**src/rtl/snail_arbiter_ctrl_if.sv**
```systemverilog
// Requester and result handshake bundle for snail_arbiter_ctrl.
//
// Handshake rule, used by every valid/ready pair in this bundle: a transfer
// happens on a rising clk edge where valid and ready are both high. The
// producer holds valid (and its data) steady until that edge. Ready may
// depend on valid in the same cycle. The producer never waits for ready
// before raising valid.
interface snail_arbiter_ctrl_if;
  logic       in0_valid;
  logic [7:0] in0_data;
  logic       in0_ready;
  logic       in1_valid;
  logic [7:0] in1_data;
  logic       in1_ready;
  logic       res_valid;
  logic [3:0] res_count;
  logic       res_src;
  logic       res_ready;

  // Environment side: offers words, consumes results.
  modport master (
    output in0_valid, in0_data, in1_valid, in1_data, res_ready,
    input  in0_ready, in1_ready, res_valid, res_count, res_src
  );

  // Controller side: accepts words, offers results.
  modport slave (
    input  in0_valid, in0_data, in1_valid, in1_data, res_ready,
    output in0_ready, in1_ready, res_valid, res_count, res_src
  );
endinterface

```
**src/rtl/snail_arbiter_ctrl.sv**
```systemverilog
// Two-requester front end for a shared serial "two ones in a row" detector.
// Each granted word is cleared into the detector, shifted MSB first, drained
// for the detector's two-cycle latency, and the number of detector hits is
// returned together with the index of the requester that supplied the word.
module snail_arbiter_ctrl (
  input  logic                 clk,
  input  logic                 rst,
  snail_arbiter_ctrl_if.slave  bus,
  output logic                 det_d,
  output logic                 det_rst_n,
  input  logic                 det_q,
  output logic                 busy,
  output logic [2:0]           state_dbg
);

  typedef enum logic [2:0] {
    IDLE  = 3'd0,
    CLR   = 3'd1,
    SHIFT = 3'd2,
    DRAIN = 3'd3,
    DONE  = 3'd4
  } state_t;

  state_t     state;
  logic       prio;      // port that wins when both request
  logic [7:0] data_q;    // word being shifted, next bit always in [7]
  logic [2:0] bit_cnt;   // SHIFT bit index / DRAIN cycle index
  logic [3:0] count_q;   // detector hits for the current word
  logic       src_q;     // requester that supplied the current word
  logic       res_valid_q;

  logic       grant_any;
  logic       grant_idx;
  logic [3:0] count_inc;

  // Grant decode: ready is only offered in IDLE and never during reset.
  always_comb begin
    grant_any = (state == IDLE) && !rst && (bus.in0_valid || bus.in1_valid);
    grant_idx = (bus.in0_valid && bus.in1_valid) ? prio : bus.in1_valid;
    count_inc = (count_q == 4'd15) ? count_q : count_q + 4'd1;
  end

  assign bus.in0_ready = grant_any && !grant_idx;
  assign bus.in1_ready = grant_any &&  grant_idx;
  assign bus.res_valid = res_valid_q;
  assign bus.res_count = count_q;
  assign bus.res_src   = src_q;
  assign busy          = (state != IDLE);
  assign state_dbg     = state;

  // Controller FSM with registered detector drive and result outputs.
  always_ff @(posedge clk) begin
    if (rst) begin
      state       <= IDLE;
      prio        <= 1'b0;
      data_q      <= 8'h00;
      bit_cnt     <= 3'd0;
      count_q     <= 4'd0;
      src_q       <= 1'b0;
      res_valid_q <= 1'b0;
      det_d       <= 1'b0;
      det_rst_n   <= 1'b0;
    end else begin
      case (state)
        IDLE: begin
          det_d     <= 1'b0;
          det_rst_n <= 1'b1;
          if (grant_any) begin
            data_q    <= grant_idx ? bus.in1_data : bus.in0_data;
            src_q     <= grant_idx;
            prio      <= ~grant_idx;
            det_rst_n <= 1'b0;
            state     <= CLR;
          end
        end
        CLR: begin
          count_q   <= 4'd0;
          det_rst_n <= 1'b1;
          det_d     <= data_q[7];
          data_q    <= {data_q[6:0], 1'b0};
          bit_cnt   <= 3'd0;
          state     <= SHIFT;
        end
        SHIFT: begin
          if (det_q) count_q <= count_inc;
          if (bit_cnt == 3'd7) begin
            det_d   <= 1'b0;
            bit_cnt <= 3'd0;
            state   <= DRAIN;
          end else begin
            det_d   <= data_q[7];
            data_q  <= {data_q[6:0], 1'b0};
            bit_cnt <= bit_cnt + 3'd1;
          end
        end
        DRAIN: begin
          // Two zero cycles let the last bit's hit reach det_q.
          det_d <= 1'b0;
          if (det_q) count_q <= count_inc;
          if (bit_cnt == 3'd1) begin
            bit_cnt     <= 3'd0;
            res_valid_q <= 1'b1;
            state       <= DONE;
          end else begin
            bit_cnt <= bit_cnt + 3'd1;
          end
        end
        DONE: begin
          det_d <= 1'b0;
          if (bus.res_ready) begin
            res_valid_q <= 1'b0;
            state       <= IDLE;
          end
        end
        default: begin
          det_d       <= 1'b0;
          det_rst_n   <= 1'b1;
          res_valid_q <= 1'b0;
          state       <= IDLE;
        end
      endcase
    end
  end

endmodule
```
**src/flat_wrapper.sv**
```systemverilog
// flat-port wrapper written by rule: the top's interface ports become plain ports
module snail_arbiter_ctrl_flat 
  (clk, rst, det_d, det_rst_n, det_q, busy, state_dbg, bus_in0_valid, bus_in0_data, bus_in1_valid, bus_in1_data, bus_res_ready, bus_in0_ready, bus_in1_ready, bus_res_valid, bus_res_count, bus_res_src);
  snail_arbiter_ctrl_if bus_i ();
  input  logic clk;
  input  logic rst;
  output logic det_d;
  output logic det_rst_n;
  input  logic det_q;
  output logic busy;
  output logic [2:0] state_dbg;
  input wire logic [$bits(bus_i.in0_valid)-1:0] bus_in0_valid;
  input wire logic [$bits(bus_i.in0_data)-1:0] bus_in0_data;
  input wire logic [$bits(bus_i.in1_valid)-1:0] bus_in1_valid;
  input wire logic [$bits(bus_i.in1_data)-1:0] bus_in1_data;
  input wire logic [$bits(bus_i.res_ready)-1:0] bus_res_ready;
  output wire logic [$bits(bus_i.in0_ready)-1:0] bus_in0_ready;
  output wire logic [$bits(bus_i.in1_ready)-1:0] bus_in1_ready;
  output wire logic [$bits(bus_i.res_valid)-1:0] bus_res_valid;
  output wire logic [$bits(bus_i.res_count)-1:0] bus_res_count;
  output wire logic [$bits(bus_i.res_src)-1:0] bus_res_src;
  assign bus_i.in0_valid = bus_in0_valid;
  assign bus_i.in0_data = bus_in0_data;
  assign bus_i.in1_valid = bus_in1_valid;
  assign bus_i.in1_data = bus_in1_data;
  assign bus_i.res_ready = bus_res_ready;
  assign bus_in0_ready = bus_i.in0_ready;
  assign bus_in1_ready = bus_i.in1_ready;
  assign bus_res_valid = bus_i.res_valid;
  assign bus_res_count = bus_i.res_count;
  assign bus_res_src = bus_i.res_src;
  snail_arbiter_ctrl u_core (.clk(clk), .rst(rst), .bus(bus_i), .det_d(det_d), .det_rst_n(det_rst_n), .det_q(det_q), .busy(busy), .state_dbg(state_dbg));
endmodule
```
**config.mk**
```make
export PLATFORM = sky130hd
export DESIGN_NAME = snail_arbiter_ctrl_flat
export DESIGN_NICKNAME = d
export VERILOG_FILES = /design/src/rtl/snail_arbiter_ctrl_if.sv /design/src/rtl/snail_arbiter_ctrl.sv /design/src/flat_wrapper.sv
export SDC_FILE = /design/constraint.sdc
export NUM_CORES = 1
export LEC_CHECK = 0
export CAP_MARGIN = 10
export CORE_AREA = 2 2 54 56
export CTS_CLUSTER_SIZE = 14
export DETAILED_ROUTE_END_ITERATION = 6
export DIE_AREA = 0 0 56 58
export GPL_TIMING_DRIVEN = 0
export PLACE_DENSITY = 0.87
export SETUP_SLACK_MARGIN = 0.3
export SLEW_MARGIN = 20
export SYNTH_ARGS = -nofsm -noshare
export SYNTH_HDL_FRONTEND = slang
export SYNTH_SLANG_ARGS = --single-unit
```
**constraint.sdc**
```tcl
create_clock -name clk -period 4.29 [get_ports clk]
set_clock_uncertainty 0.15 [all_clocks]
set_input_delay 0.429 -clock clk [delete_from_list [all_inputs] [get_ports clk]]
set_output_delay 0.429 -clock clk [all_outputs]
set_load 0.01 [all_outputs]
```
# [Yosys cells after proc, flatten, opt, wreduce, memory -nomap -nowiden]
# Index checks and enable logic that the tools add are counted.
[op_classes] n_addsub=2 order_cmp=0 shift=0 muxes=23 n_bitwise=2 eq_ne=14 n_reduce_logical=21 multipliers=0 n_div=0
[op_table] op="8-bit two-way mux" n=3
[op_table] op="8-bit case mux with 3 select lines" n=1
[op_table] op="3-bit two-way mux" n=6
[op_table] op="3-bit case mux with 5 select lines" n=1
[op_table] op="3-bit case mux with 3 select lines" n=1
[op_table] op="3-bit AND reduction" n=3
[op_table] op="3-bit nonzero test" n=3
[op_table] op="4-bit two-way mux" n=2
[op_table] op="2-bit by 1-bit != test with 1-bit output (second input constant)" n=4
[op_table] op="4-bit case mux with 2 select lines" n=1
[op_table] op="3-bit by 1-bit equality test with 1-bit output (second input constant)" n=2
[op_table] op="3-bit by 2-bit equality test with 1-bit output (second input constant)" n=2
[op_table] op="3-bit equality test (second input constant)" n=2
[op_table] op="2-bit != test (second input constant)" n=3
[op_table] op="3-bit OR reduction" n=2
[op_table] op="1-bit logical AND" n=5
[op_table] op="1-bit two-way mux" n=5
[op_table] op="4-bit by 1-bit adder with 4-bit output (second input constant)" n=1
[op_table] op="4-bit equality test (second input constant)" n=1
[op_table] op="1-bit case mux with 2 select lines" n=2
[op_table] op="4-bit AND reduction" n=1
[op_table] op="3-bit by 1-bit adder with 3-bit output (second input constant)" n=1
[op_table] op="3-bit zero test" n=1
[op_table] op="1-bit case mux with 3 select lines" n=1
[op_table] op="6 further kinds" n=8
[word_totals] wordCells=71 memories=0 romBits=0 out_inout_bits=14 regBits=23 latchBits=0 ram_bits=0

# [Logic depth before layout (Yosys ltp)]
[depth] depth_word=5 mapped_depth=7 depth_no_buf=6

# [Least setup slack after synthesis]
# OpenSTA, ideal clock, no wires.
[synth_timing] path_kind="reg2reg" startpoint="register u_core.bit_cnt[0]" endpoint="register u_core.data_q[4]" arrival_time_ps=1511 slack_ps=2555 stages_incl_launch_ff=8 path_buffers=1 cell_sequence="dfxtp_1 ha_1 ha_1 o21a_1 a211oi_4 buf_6 a21oi_1 a31oi_1"
[synth_via] elab_chain_len=3
[synth_lines] element="from (decl)" line="snail_arbiter_ctrl.sv:27" rtl="logic [2:0] bit_cnt;"
[synth_lines] element="from (signal assigned)" line="snail_arbiter_ctrl.sv:93" rtl="bit_cnt <= bit_cnt + 3'd1;"
[synth_lines] element="from (signal assigned)" line="snail_arbiter_ctrl.sv:105" rtl="bit_cnt <= bit_cnt + 3'd1;"
[synth_lines] element="3-bit equality test" line="snail_arbiter_ctrl.sv:86" rtl="if (bit_cnt == 3'd7) begin"
[synth_lines] element="2-bit != test (no source line)"
[synth_lines] element="3-bit AND reduction (no source line)"
[synth_lines] element="to (signal assigned)" line="snail_arbiter_ctrl.sv:69" rtl="data_q <= grant_idx ? bus.in1_data : bus.in0_data;"
[synth_lines] element="to (signal assigned)" line="snail_arbiter_ctrl.sv:80" rtl="data_q <= {data_q[6:0], 1'b0};"
[synth_lines] element="to (signal assigned)" line="snail_arbiter_ctrl.sv:92" rtl="data_q <= {data_q[6:0], 1'b0};"
[synth_lines] element="to (decl)" line="snail_arbiter_ctrl.sv:26" rtl="logic [7:0] data_q;"
# Every way passes these cells.
# A chain may end at the register's enable or synchronous reset.

# [Worst setup path after layout]
[layout_timing] startpoint="input bus_in0_valid" endpoint="output bus_in1_ready"
[layout_via] elab_chain_len=3
[layout_lines] element="from (decl)" line="flat_wrapper.sv:12" rtl="input wire logic [$bits(bus_i.in0_valid)-1:0] bus_in0_valid;"
[layout_lines] element="1-bit logical AND or 1-bit logical OR (tied branches)" line="snail_arbiter_ctrl.sv:39, snail_arbiter_ctrl.sv:38"
[layout_lines] element="1-bit two-way mux or 1-bit logical AND (tied branches)" line="snail_arbiter_ctrl.sv:39, snail_arbiter_ctrl.sv:38"
[layout_lines] element="1-bit logical AND (*)" line="snail_arbiter_ctrl.sv:44" rtl="assign bus.in1_ready = grant_any && grant_idx;"
[layout_lines] element="to (decl)" line="flat_wrapper.sv:18" rtl="output wire logic [$bits(bus_i.in1_ready)-1:0] bus_in1_ready;"
# Every way passes the cells marked *; elsewhere a longest branch is shown, timed or not.

==> metrics.txt <==
gr usage total 0.199; Seq pwr share 0.500; measured slew at the worst slew-check pin 0.551 ns; Net Sw Power 158 µW; Yosys Warn Count 0; Syn-to-layout area delta 31.3%; final period utilization 0.685; Arr. time, crit path 2.36 ns; RSZ-0062 raised after global routing false; post-synthesis register bit count 23; first-pass GRT wire length 5200 µm; Fmax achieved 0.341 GHz; CORE AREA 2660 µm²; pwr dens 303 nW/µm²; Layout Utilization 0.639; share of layout cells above drive strength 1 0.0553; via count 1319; Gate power share 0.309; reg2reg path depth 7; status finished clean; Cells after Synth 161; gpl congestion 0.842; H-tree depth 1; Netlist cell types 38; vias in the first global route 1197; Initial Util 0.486; Leak 0.000657 µW; clock share of power 0.191; Finished Layout Cells 230; first-pass detailed-route iteration total 4; TNS Setup 0 ns; port bufs 34; top fanout value on the critical path 10; antenna-violating nets left 0; max-capacitance violation count 0; Switching Share 0.307; multi-input logic area 744 µm²; Post-Synthesis Cell Area 1290 µm²; DR DRC count 0; cells along the critical path clkdlybuf4s50_1, nand2b_1, clkbuf_1, and4_1, clkdlybuf4s50_1; Worst slew margin 0.630; Post-CTS Resized 0; diode count 0; CTS max path bufs 2; DR vias/cell 5.73; critical path's slowest cell clkdlybuf4s50_1; worst skew pair latency 0.31 ns; register area 460 µm²; fin nets 226; final hold vios 0; Min Hold Slack 0.235 ns; largest net degree at the start of global routing 13; Die Height 58 µm; Critical Path End Type output port; DP Cell Count 226; CTS clk-pin slew, worst paths 0.12 ns; Final Total Pwr 516 µW; Hold Path Class input port to flop; cts-stage hold buffer count 0; maximum VDD drop 225 µV; area leader, netlist dfxtp_1; Worst Setup Start Kind input port; worst setup path class input port to output port; Root Driver clkbuf_4; Internal 358 µW; chip width 56 µm; most used cell, CP clkdlybuf4s50_1; post-CTS setup buffer count 0; row cnt 19; WL final 3110 µm; TritonCTS Buffers 3; sequential area share after synthesis 0.356; syn avg cell area 8.04 µm²; main area contributors after synthesis dfxtp_1 (36%), a21oi_1 (6.6%), o21ai_0 (5.0%); TritonCTS Sinks 23; wire per inst 13.5 µm; Tmin final 2.94 ns; Syn Nets 187; io pins 36; post-detail-place hpwl 2430 µm; initial antenna violation count 0; Yosys top cell area share 0.356; max incr delay on CP 0.55 ns; total grt overflow 0; Setup-failing EPs final 0; CTS tree yes; full die area 3250 µm²; max-slew violations 0; Critical Path RT 3.71 ns; Fill cells 241; DR iter-0 viols 29; WHS Path Cells 2
cell type report:
| cell class | instances | area share |
|---|---|---|
| repair buffers | 34 | 0.200 |
| clock buffers | 4 | 0.0155 |
| multi-input cells | 120 | 0.438 |
| plain buffers | 12 | 0.0397 |
| well taps | 31 | 0.0228 |
| flip-flops and latches | 23 | 0.271 |
| inverters | 6 | 0.0132 |
layer usage:
| layer | routed length, µm | global-route usage | share of wire | up-vias |
|---|---|---|---|---|
| met1 | 1420 | 0.245 | 0.45 | 611 |
| met2 | 1510 | 0.360 | 0.49 | 45 |
| met3 | 158 | 0.0402 | 0.051 | 4 |
| li1 | - | - | - | 659 |
| met4 | 26 | 0.0476 | 0.0084 | 0 |
| met5 | 0 | 0 | 0 | - |
path summary, 6_finish.rpt:
kind	startpoint	to	slack [ns]
worst min register to register	u_core.data_q[7]	u_core.det_d	0.29
worst min-delay path	rst	u_core.bit_cnt[0]	0.24
worst max-delay path	bus_in0_valid	bus_in1_ready	1.35
worst max register to register	u_core.bit_cnt[0]	u_core.data_q[5]	2.38
cell usage in the layout (no fill, tap or decap), drive strengths merged, types with 2 or more instances in the layout:
master / count
a211oi: 3
a21boi: 8
a21oi: 17
a311oi: 2
a31oi: 8
and2: 2
and3: 9
buf: 6
clkbuf: 10
clkdlybuf4s50: 34
dfxtp: 23
ha: 4
inv: 6
mux2i: 2
nand2: 14
nand2b: 3
nand3: 2
nand4: 3
nor2: 6
nor2b: 2
nor3: 5
nor3b: 2
o21ai: 14
xor2: 3
logic make-up after synthesis:
| family | count (synthesis) | synth area share |
|---|---|---|
| fa+ha+maj | 4 | 0.0386 |
| buf+inv | 18 | 0.0696 |
| flops | 23 | 0.356 |
| xor+xnor | 3 | 0.0203 |
| mux | 2 | 0.0155 |
| simple gates | 54 | 0.225 |
| compound gates | 57 | 0.275 |
sequential cells by signal, indices dropped and copies added, names as in the netlist:
register,count
u_core.bus.res_count,4
u_core.bus.res_valid,1
u_core.state_dbg,3
u_core.bus.res_src,1
u_core.prio,1
u_core.det_rst_n,1
u_core.data_q,8
u_core.bit_cnt,3
u_core.det_d,1
Yosys cell counts:
| master | count |
|---|---|
| and3b_1 | 1 |
| a311oi_1 | 2 |
| and4_1 | 1 |
| or2_2 | 1 |
| or3_1 | 1 |
| nand3b_1 | 1 |
| and2_1 | 2 |
| nand2_1 | 14 |
| a21boi_0 | 8 |
| inv_1 | 6 |
| and4b_1 | 1 |
| xor2_1 | 3 |
| o21a_1 | 1 |
| nand2b_1 | 3 |
| buf_2 | 3 |
| o21bai_1 | 1 |
| nor3b_1 | 2 |
| ha_1 | 4 |
| nor3_1 | 5 |
| a221oi_1 | 1 |
| clkbuf_1 | 6 |
| a211oi_1 | 2 |
| mux2i_1 | 2 |
| nor2b_1 | 2 |
| o21ai_0 | 13 |
| dfxtp_1 | 23 |
| o21ai_1 | 1 |
| and3_1 | 9 |
| buf_4 | 1 |
| a21oi_1 | 17 |
| a32oi_1 | 1 |
| nor2_1 | 6 |
| a31oi_1 | 8 |
| nand4_1 | 3 |
| nand3_1 | 2 |
| o22ai_1 | 1 |
| a211oi_4 | 1 |
| buf_6 | 2 |
power groups by stage:
| stage | sequential [µW] | clock [µW] | combinational [µW] |
|---|---|---|---|
| floorplan | 262 | 0 | 97.8 |
| global placement | 261 | 0 | 153 |
| detailed placement | 262 | 0 | 158 |
| CTS | 258 | 102 | 159 |
| global route | 262 | 110 | 175 |
| finish | 258 | 98.6 | 159 |
worst max-delay path: cells and delay by family:
family	cells	cell delay, ns
buf+inv	3	1.39
simple gates	2	0.52
through the flow:
stage	worst slack, ns	cell area [µm²]
final	1.35	1700
after global placement	1.45	1670
after detailed placement	1.40	1670
after floorplan	2.55	1290
after global routing	1.26	1700
after CTS	1.38	1700
(Power assumes the default switching activity.)
